## config.mk

```make
export PLATFORM = sky130hd
export DESIGN_NAME = fpnew_noncomp_writeback_flat
export DESIGN_NICKNAME = d
export VERILOG_FILES = /design/src/rtl/fpnew_pkg.sv /design/src/rtl/fpnew_noncomp_writeback_if.sv /design/src/rtl/fpnew_wb_fifo.sv /design/src/rtl/fpnew_noncomp_writeback.sv /design/src/flat_wrapper.sv
export SDC_FILE = /design/constraint.sdc
export NUM_CORES = 1
export LEC_CHECK = 0
export BUFFER_PORTS_ARGS = -buffer_cell sky130_fd_sc_hd__buf_2
export CAP_MARGIN = 20
export CORE_AREA = 2 2 110 112
export DETAILED_ROUTE_END_ITERATION = 7
export DIE_AREA = 0 0 112 114
export PLACE_DENSITY_LB_ADDON = 0.05
export SLEW_MARGIN = 10
export SYNTH_ARGS = -nofsm -noshare
export SYNTH_HDL_FRONTEND = slang
export SYNTH_SLANG_ARGS = --single-unit
```

## constraint.sdc

```tcl
create_clock -name clk_i -period 6.1 [get_ports clk_i]
set_input_delay 1.22 -clock clk_i [delete_from_list [all_inputs] [get_ports clk_i]]
set_output_delay 1.22 -clock clk_i [all_outputs]
set_load 0.1 [all_outputs]
```

## src/rtl/fpnew_pkg.sv

```systemverilog
// Shared FP unit definitions: formats, status flags, classification masks.
// Only the subset consumed by the non-computational writeback path is kept here.
package fpnew_pkg;

    typedef enum logic [2:0] {
        FP32,
        FP64,
        FP16,
        FP8,
        FP16ALT
    } fp_format_e;

    localparam int unsigned CLASS_MASK_BITS = 10;

    typedef struct packed {
        logic NV;
        logic DZ;
        logic OF;
        logic UF;
        logic NX;
    } status_t;

    typedef enum logic [CLASS_MASK_BITS-1:0] {
        NEGINF     = 10'h001,
        NEGNORM    = 10'h002,
        NEGSUBNORM = 10'h004,
        NEGZERO    = 10'h008,
        POSZERO    = 10'h010,
        POSSUBNORM = 10'h020,
        POSNORM    = 10'h040,
        POSINF     = 10'h080,
        SNAN       = 10'h100,
        QNAN       = 10'h200
    } classmask_e;

    function automatic int unsigned fp_width(fp_format_e fmt);
        case (fmt)
            FP32:    return 32;
            FP64:    return 64;
            FP16:    return 16;
            FP8:     return 8;
            FP16ALT: return 16;
            default: return 32;
        endcase
    endfunction

endpackage

```

## src/rtl/fpnew_noncomp_writeback_if.sv

```systemverilog
// Handshake bundle between the non-computational FP unit, the writeback block
// and the register-file consumer. The slave modport is the writeback block.
interface fpnew_noncomp_writeback_if #(
    parameter int unsigned WIDTH    = 32,
    parameter int unsigned RegWidth = 64,
    parameter type         TagType  = logic
);
    import fpnew_pkg::*;

    logic [WIDTH-1:0]    result_i;
    status_t             status_i;
    logic                extension_bit_i;
    classmask_e          class_mask_i;
    logic                is_class_i;
    TagType              tag_i;
    logic                in_valid_i;
    logic                in_ready_o;
    logic                flush_i;
    logic [RegWidth-1:0] wb_data_o;
    status_t             wb_status_o;
    TagType              wb_tag_o;
    logic                wb_valid_o;
    logic                wb_ready_i;
    status_t             fflags_o;
    logic                fflags_clear_i;
    logic                busy_o;

    modport master (
        output result_i, status_i, extension_bit_i, class_mask_i, is_class_i, tag_i,
        output in_valid_i, flush_i, wb_ready_i, fflags_clear_i,
        input  in_ready_o, wb_data_o, wb_status_o, wb_tag_o, wb_valid_o, fflags_o, busy_o
    );

    modport slave (
        input  result_i, status_i, extension_bit_i, class_mask_i, is_class_i, tag_i,
        input  in_valid_i, flush_i, wb_ready_i, fflags_clear_i,
        output in_ready_o, wb_data_o, wb_status_o, wb_tag_o, wb_valid_o, fflags_o, busy_o
    );

endinterface

```

## src/rtl/fpnew_wb_fifo.sv

```systemverilog
// Generic in-order queue with synchronous flush; the head entry is read
// straight out of storage so it holds steady while the consumer stalls.
module fpnew_wb_fifo #(
    parameter int unsigned Depth   = 2,
    parameter type         entry_t = logic
) (
    input  logic   clk_i,
    input  logic   rst_ni,
    input  logic   flush_i,
    input  logic   push_i,
    input  entry_t data_i,
    input  logic   pop_i,
    output entry_t head_o,
    output logic   full_o,
    output logic   empty_o
);

    localparam int unsigned PtrW = (Depth > 1) ? $clog2(Depth) : 1;
    localparam int unsigned CntW = $clog2(Depth + 1);

    typedef logic [PtrW-1:0] ptr_t;

    entry_t           mem [Depth];
    ptr_t             rd_ptr_q, wr_ptr_q;
    logic [CntW-1:0]  cnt_q;
    logic             push_en, pop_en;

    // Explicit wrap so non-power-of-two depths work.
    function automatic ptr_t wrap_inc(ptr_t p);
        return (p == ptr_t'(Depth - 1)) ? '0 : ptr_t'(p + 1'b1);
    endfunction

    assign full_o  = (cnt_q == CntW'(Depth));
    assign empty_o = (cnt_q == '0);
    assign push_en = push_i && !full_o && !flush_i;
    assign pop_en  = pop_i && !empty_o;

    // NOTE: storage is not reset; the empty flag masks stale contents on the head output.
    always_ff @(posedge clk_i) begin
        if (push_en) mem[wr_ptr_q] <= data_i;
    end

    always_ff @(posedge clk_i or negedge rst_ni) begin
        if (!rst_ni) begin
            rd_ptr_q <= '0;
            wr_ptr_q <= '0;
            cnt_q    <= '0;
        end else if (flush_i) begin
            rd_ptr_q <= '0;
            wr_ptr_q <= '0;
            cnt_q    <= '0;
        end else begin
            if (push_en) wr_ptr_q <= wrap_inc(wr_ptr_q);
            if (pop_en)  rd_ptr_q <= wrap_inc(rd_ptr_q);
            case ({push_en, pop_en})
                2'b10:   cnt_q <= cnt_q + 1'b1;
                2'b01:   cnt_q <= cnt_q - 1'b1;
                default: cnt_q <= cnt_q;
            endcase
        end
    end

    assign head_o = empty_o ? entry_t'('0) : mem[rd_ptr_q];

endmodule

```

## src/rtl/fpnew_noncomp_writeback.sv

```systemverilog
// Formats non-computational FP results into register-width writeback words,
// queues them in order and accumulates sticky fflags for retired entries.
module fpnew_noncomp_writeback
    import fpnew_pkg::*;
#(
    parameter fp_format_e  FpFormat = FP32,
    parameter int unsigned RegWidth = 64,
    parameter int unsigned Depth    = 2,
    parameter type         TagType  = logic
) (
    input  logic                      clk_i,
    input  logic                      rst_ni,
    fpnew_noncomp_writeback_if.slave  bus
);

    localparam int unsigned WIDTH = fp_width(FpFormat);

    typedef struct packed {
        logic [RegWidth-1:0] data;
        status_t             status;
        TagType              tag;
    } entry_t;

    logic [RegWidth-1:0] fmt_data;
    entry_t              push_entry, head;
    logic                full, empty, push, pop;
    logic [4:0]          fflags_q;

    // NOTE: blocking assignments in always_comb; the later assignment overrides the default fill.
    always_comb begin
        fmt_data              = {RegWidth{bus.extension_bit_i}};
        fmt_data[WIDTH-1:0]   = bus.result_i;
        if (bus.is_class_i) begin
            fmt_data                      = '0;
            fmt_data[CLASS_MASK_BITS-1:0] = bus.class_mask_i;
        end
    end

    assign push_entry = '{data: fmt_data, status: bus.status_i, tag: bus.tag_i};

    // Ready depends only on registered fullness and flush, never on wb_ready_i.
    assign bus.in_ready_o = !full && !bus.flush_i;
    assign push           = bus.in_valid_i && bus.in_ready_o;
    assign pop            = !empty && bus.wb_ready_i;

    fpnew_wb_fifo #(
        .Depth   (Depth),
        .entry_t (entry_t)
    ) i_fifo (
        .clk_i   (clk_i),
        .rst_ni  (rst_ni),
        .flush_i (bus.flush_i),
        .push_i  (push),
        .data_i  (push_entry),
        .pop_i   (pop),
        .head_o  (head),
        .full_o  (full),
        .empty_o (empty)
    );

    // A clear coinciding with a retirement keeps the retiring flags.
    always_ff @(posedge clk_i or negedge rst_ni) begin
        if (!rst_ni) fflags_q <= '0;
        else         fflags_q <= (bus.fflags_clear_i ? 5'b0 : fflags_q) | (pop ? head.status : 5'b0);
    end

    assign bus.wb_data_o   = head.data;
    assign bus.wb_status_o = head.status;
    assign bus.wb_tag_o    = head.tag;
    assign bus.wb_valid_o  = !empty;
    assign bus.busy_o      = !empty;
    assign bus.fflags_o    = fflags_q;

endmodule
```

## src/flat_wrapper.sv

```systemverilog
// flat-port wrapper written by rule: the top's interface ports become plain ports
module fpnew_noncomp_writeback_flat import fpnew_pkg::*;
#(
    parameter fp_format_e  FpFormat = FP32,
    parameter int unsigned RegWidth = 64,
    parameter int unsigned Depth    = 2,
    parameter type         TagType  = logic
)
  (clk_i, rst_ni, bus_result_i, bus_status_i, bus_extension_bit_i, bus_class_mask_i, bus_is_class_i, bus_tag_i, bus_in_valid_i, bus_flush_i, bus_wb_ready_i, bus_fflags_clear_i, bus_in_ready_o, bus_wb_data_o, bus_wb_status_o, bus_wb_tag_o, bus_wb_valid_o, bus_fflags_o, bus_busy_o);
  fpnew_noncomp_writeback_if #(.RegWidth(RegWidth), .TagType(TagType)) bus_i ();
  input  logic clk_i;
  input  logic rst_ni;
  input wire logic [$bits(bus_i.result_i)-1:0] bus_result_i;
  input wire logic [$bits(bus_i.status_i)-1:0] bus_status_i;
  input wire logic [$bits(bus_i.extension_bit_i)-1:0] bus_extension_bit_i;
  input wire logic [$bits(bus_i.class_mask_i)-1:0] bus_class_mask_i;
  input wire logic [$bits(bus_i.is_class_i)-1:0] bus_is_class_i;
  input wire logic [$bits(bus_i.tag_i)-1:0] bus_tag_i;
  input wire logic [$bits(bus_i.in_valid_i)-1:0] bus_in_valid_i;
  input wire logic [$bits(bus_i.flush_i)-1:0] bus_flush_i;
  input wire logic [$bits(bus_i.wb_ready_i)-1:0] bus_wb_ready_i;
  input wire logic [$bits(bus_i.fflags_clear_i)-1:0] bus_fflags_clear_i;
  output wire logic [$bits(bus_i.in_ready_o)-1:0] bus_in_ready_o;
  output wire logic [$bits(bus_i.wb_data_o)-1:0] bus_wb_data_o;
  output wire logic [$bits(bus_i.wb_status_o)-1:0] bus_wb_status_o;
  output wire logic [$bits(bus_i.wb_tag_o)-1:0] bus_wb_tag_o;
  output wire logic [$bits(bus_i.wb_valid_o)-1:0] bus_wb_valid_o;
  output wire logic [$bits(bus_i.fflags_o)-1:0] bus_fflags_o;
  output wire logic [$bits(bus_i.busy_o)-1:0] bus_busy_o;
  assign bus_i.result_i = bus_result_i;
  assign bus_i.status_i = bus_status_i;
  assign bus_i.extension_bit_i = bus_extension_bit_i;
  assign bus_i.class_mask_i = bus_class_mask_i;
  assign bus_i.is_class_i = bus_is_class_i;
  assign bus_i.tag_i = bus_tag_i;
  assign bus_i.in_valid_i = bus_in_valid_i;
  assign bus_i.flush_i = bus_flush_i;
  assign bus_i.wb_ready_i = bus_wb_ready_i;
  assign bus_i.fflags_clear_i = bus_fflags_clear_i;
  assign bus_in_ready_o = bus_i.in_ready_o;
  assign bus_wb_data_o = bus_i.wb_data_o;
  assign bus_wb_status_o = bus_i.wb_status_o;
  assign bus_wb_tag_o = bus_i.wb_tag_o;
  assign bus_wb_valid_o = bus_i.wb_valid_o;
  assign bus_fflags_o = bus_i.fflags_o;
  assign bus_busy_o = bus_i.busy_o;
  fpnew_noncomp_writeback #(.FpFormat(FpFormat), .RegWidth(RegWidth), .Depth(Depth), .TagType(TagType)) u_core (.clk_i(clk_i), .rst_ni(rst_ni), .bus(bus_i));
endmodule
```

==> impl_results.md <==
* First-pass GRT wire length at 12.0 mm
* Min-delay src: u_core.bus.fflags_o[3]
* Cell Area, Synth at 3860 sq um
* Power Dens Cells at 354 nW/um^2
* Switching pwr at 0.000599 W
* Core area at 11,700 sq um
* Mapped Avg Cell Area at 14.2 sq um
* Internal power at 0.00107 W
* Commonest non-fill, non-tap cell in the layout: buf_2
* Post-cts sizing count at 0
* Total gr overflow at 0
* Max VDD drop at 0.000183 V
* Lkg Pwr at 1.95 nW
* Worst-path cell chain: buf_4 -> mux2i_1 -> nor2_1 -> buf_2
* Max_cap viols at 0
* Rel. slew slack at 32.1%
* TritonCTS Buffers at 9
* Boundary pin count at 134
* Max stage delay on crit path at 0.59 ns
* Die H at 114 microns
* Placer congestion estimate at 0.662
* Worst-path clk slew at 0.06 ns
* Die Width at 112 microns
* R2R Path End: u_core.i_fifo.mem[0][14]
* DRT iter0 DRCs at 66
* Setup-failing EPs final at 0
* # fillers at 1,141
* Crit path arrival time at 2.11 ns
* Family with the most delay on the worst path: buffers and inverters
* Min-Delay Path Depth at 1
* Seq pwr share at 41.1%
* # rows at 40
* Cell Area, Placed at 4430 sq um
* R2r setup slk at 3.91 ns
* Setup tns final at 0 ns
* CTS Hold Bufs at 0
* DRC at 0
* Syn Inst Count at 272
* Slew @ Worst Pin at 1.02 ns
* Worst hold slack at 0.505 ns
* Htree depth at 3
* Switching Fraction at 35.9%
* Detailed Routing Iterations Pass 1 at 4
* Final hold vios at 0
* Crit Path Class: reg -> out
* CTS tree: yes
* Die Footprint at 12,800 sq um
* Area of the multi-input gates at 968 sq um
* Most frequent cells in the layout: buf_2 (133), edfxtp_1 (78), nor2_1 (41)
* Sequential fraction of the synthesis area at 66.4%
* Hold endpoint: u_core.bus.fflags_o[3]
* Setup ws final at 2.77 ns
* Dpl ws at 2.78 ns
* Syn Nets at 328
* Diodes inserted at 0
* Vias in the first global route at 2,279
* Netlist cell types at 26
* Worst r2r path cells at 3
* Initial Util at 33.0%
* Flops & latches, synth at 87
* Combinational group share of total power at 27.2%
* Skew-Pair Late Insertion Delay at 0.33 ns
* Via Count at 2,368
* Routed WL at 7.69 mm
* Fmax at 300 MHz
* GRT Util Overall at 12.4%
* Register Area at 2570 sq um
* Final Max Slew Viols at 0
* Fraction of layout cells with a size suffix above 1 at 44.3%
* Tcrit/Tclk final at 54.7%
* HPWL Detailed at 4.74 mm
* Yosys warns at 0
* CTS root buf: clkbuf_16
* Clock Power Share at 31.7%
* Setup crit end kind: output port
* Crit start category: flop
* Run status: finished, final reports clean
* DR vias/cell at 4.50
* Nets at 430
* Slowest cell on the critical path: buf_4
* Initial antenna violation count at 0
* Area growth syn-to-layout at 22.1%
* CTS sink count at 87
* Port bufs at 133
* Final Skew at 0.00494 ns
* Largest net degree at the start of global routing at 41
* Clock buffer depth at 2
* Hold Path Class: reg -> reg
* Unrepaired setup endpoints after global routing: no
* Min Tclk post-route at 3.33 ns
* Reg2reg start: u_core.i_fifo.cnt_q[1]
* CP Max Fanout at 39
* Avg WL per Cell at 14.6 microns
* Post-route cell area at 4720 sq um
* Bufs and invs on worst path at 2
* ANT nets after route at 0
* Crit path required time at 4.88 ns
* Setup bufs post-CTS at 0
==> registers in the layout, indices dropped and copies added (netlist names) <==
name / flops
u_core.i_fifo.rd_ptr_q: 1
u_core.i_fifo.cnt_q: 2
u_core.i_fifo.mem: 78
u_core.i_fifo.wr_ptr_q: 1
u_core.bus.fflags_o: 5
==> layout make-up <==
type	instances	share of cell area (%)
Clock buffer	10	4.85
Clock inverter	6	1.30
Inverter	3	0.239
Multi-Input combinational cell	136	20.5
Sequential cell	87	54.4
Tap cell	147	3.90
Timing Repair Buffer	137	14.7
==> routing by layer <==
metal | global-route usage (%) | vias to the layer above | wire length [microns]
met5 | 0 | - | 0
met4 | 4.88 | 0 | 120
met3 | 4.09 | 10 | 514
met2 | 21.9 | 93 | 3920
met1 | 14.0 | 1129 | 3130
li1 | - | 1136 | -
==> worst register-to-register path, delay by kind of cell (launching register included) <==
family                 cells  cell delay (ns)
AND/OR/NAND/NOR            2             0.95
flip-flops                 1             0.44
buffers and inverters      1             0.46
==> worst max-delay path by stage <==
| stage | from | end | slack, ns | cells after the start |
|---|---|---|---|---|
| 2_1_floorplan | bus_flush_i | u_core.i_fifo.mem[0][0] | 0.48 | 1 |
| 3_3_place_gp | u_core.i_fifo.cnt_q[0] | bus_wb_data_o[33] | 2.89 | 3 |
| 3_5_place_dp | u_core.i_fifo.cnt_q[0] | bus_wb_data_o[63] | 2.78 | 3 |
| 6_report | u_core.i_fifo.rd_ptr_q | bus_wb_status_o[0] | 2.77 | 4 |
| 5_1_grt | u_core.i_fifo.rd_ptr_q | bus_wb_status_o[0] | 2.62 | 4 |
| 4_1_cts | u_core.i_fifo.cnt_q[0] | bus_wb_data_o[63] | 2.41 | 3 |
==> metrics by stage <==
step                total power, W  instances  utilization (%)
floorplan                  0.00111        272                -
global placement           0.00116        510             37.8
detailed placement         0.00116        510             37.8
CTS                        0.00169        526             40.3
global route               0.00173        526             40.3
finish                     0.00167        526             40.3
==> synth_stat cells <==
cell	count	area (sq um)
edfxtp_1	78	2340
nor2_1	42	158
mux2i_1	39	390
buf_4	32	240
nor2b_1	24	150
mux2_2	10	113
dfrtp_1	9	225
buf_2	7	35.0
a22o_1	5	43.8
buf_6	4	45.0
clkbuf_1	3	11.3
o21ai_0	3	15.0
a21oi_1	2	10.0
inv_1	2	7.51
a22oi_1	1	7.51
a31oi_1	1	6.26
and3_2	1	7.51
inv_2	1	3.75
nand2_1	1	3.75
nand3_1	1	5.00
nand3b_1	1	7.51
nor2_2	1	6.26
nor4_1	1	6.26
or3_1	1	6.26
or4b_1	1	10.0
xor2_1	1	8.76
==> cell families (layout without fill, tap and decap cells) <==
logic type / Yosys count / after routing / share of synthesized area [%]
AOI/OAI and AO/OA: 12 / 12 / 2.14
xor gates and xnor gates: 1 / 1 / 0.227
buffers and inverters: 49 / 156 / 8.87
DFF: 87 / 87 / 66.4
muxes: 49 / 49 / 13.0
and+or+nand+nor: 74 / 74 / 9.32
==> power groups by stage <==
stage / clock [W] / combinational, W / sequential (W)
2_1_floorplan: 0 / 0.000386 / 0.000720
3_3_place_gp: 0 / 0.000460 / 0.000697
3_5_place_dp: 0 / 0.000460 / 0.000698
4_1_cts: 0.000546 / 0.000460 / 0.000685
5_1_grt: 0.000573 / 0.000474 / 0.000687
6_report: 0.000529 / 0.000454 / 0.000685
No activity file was read; power rests on OpenSTA's default activity.
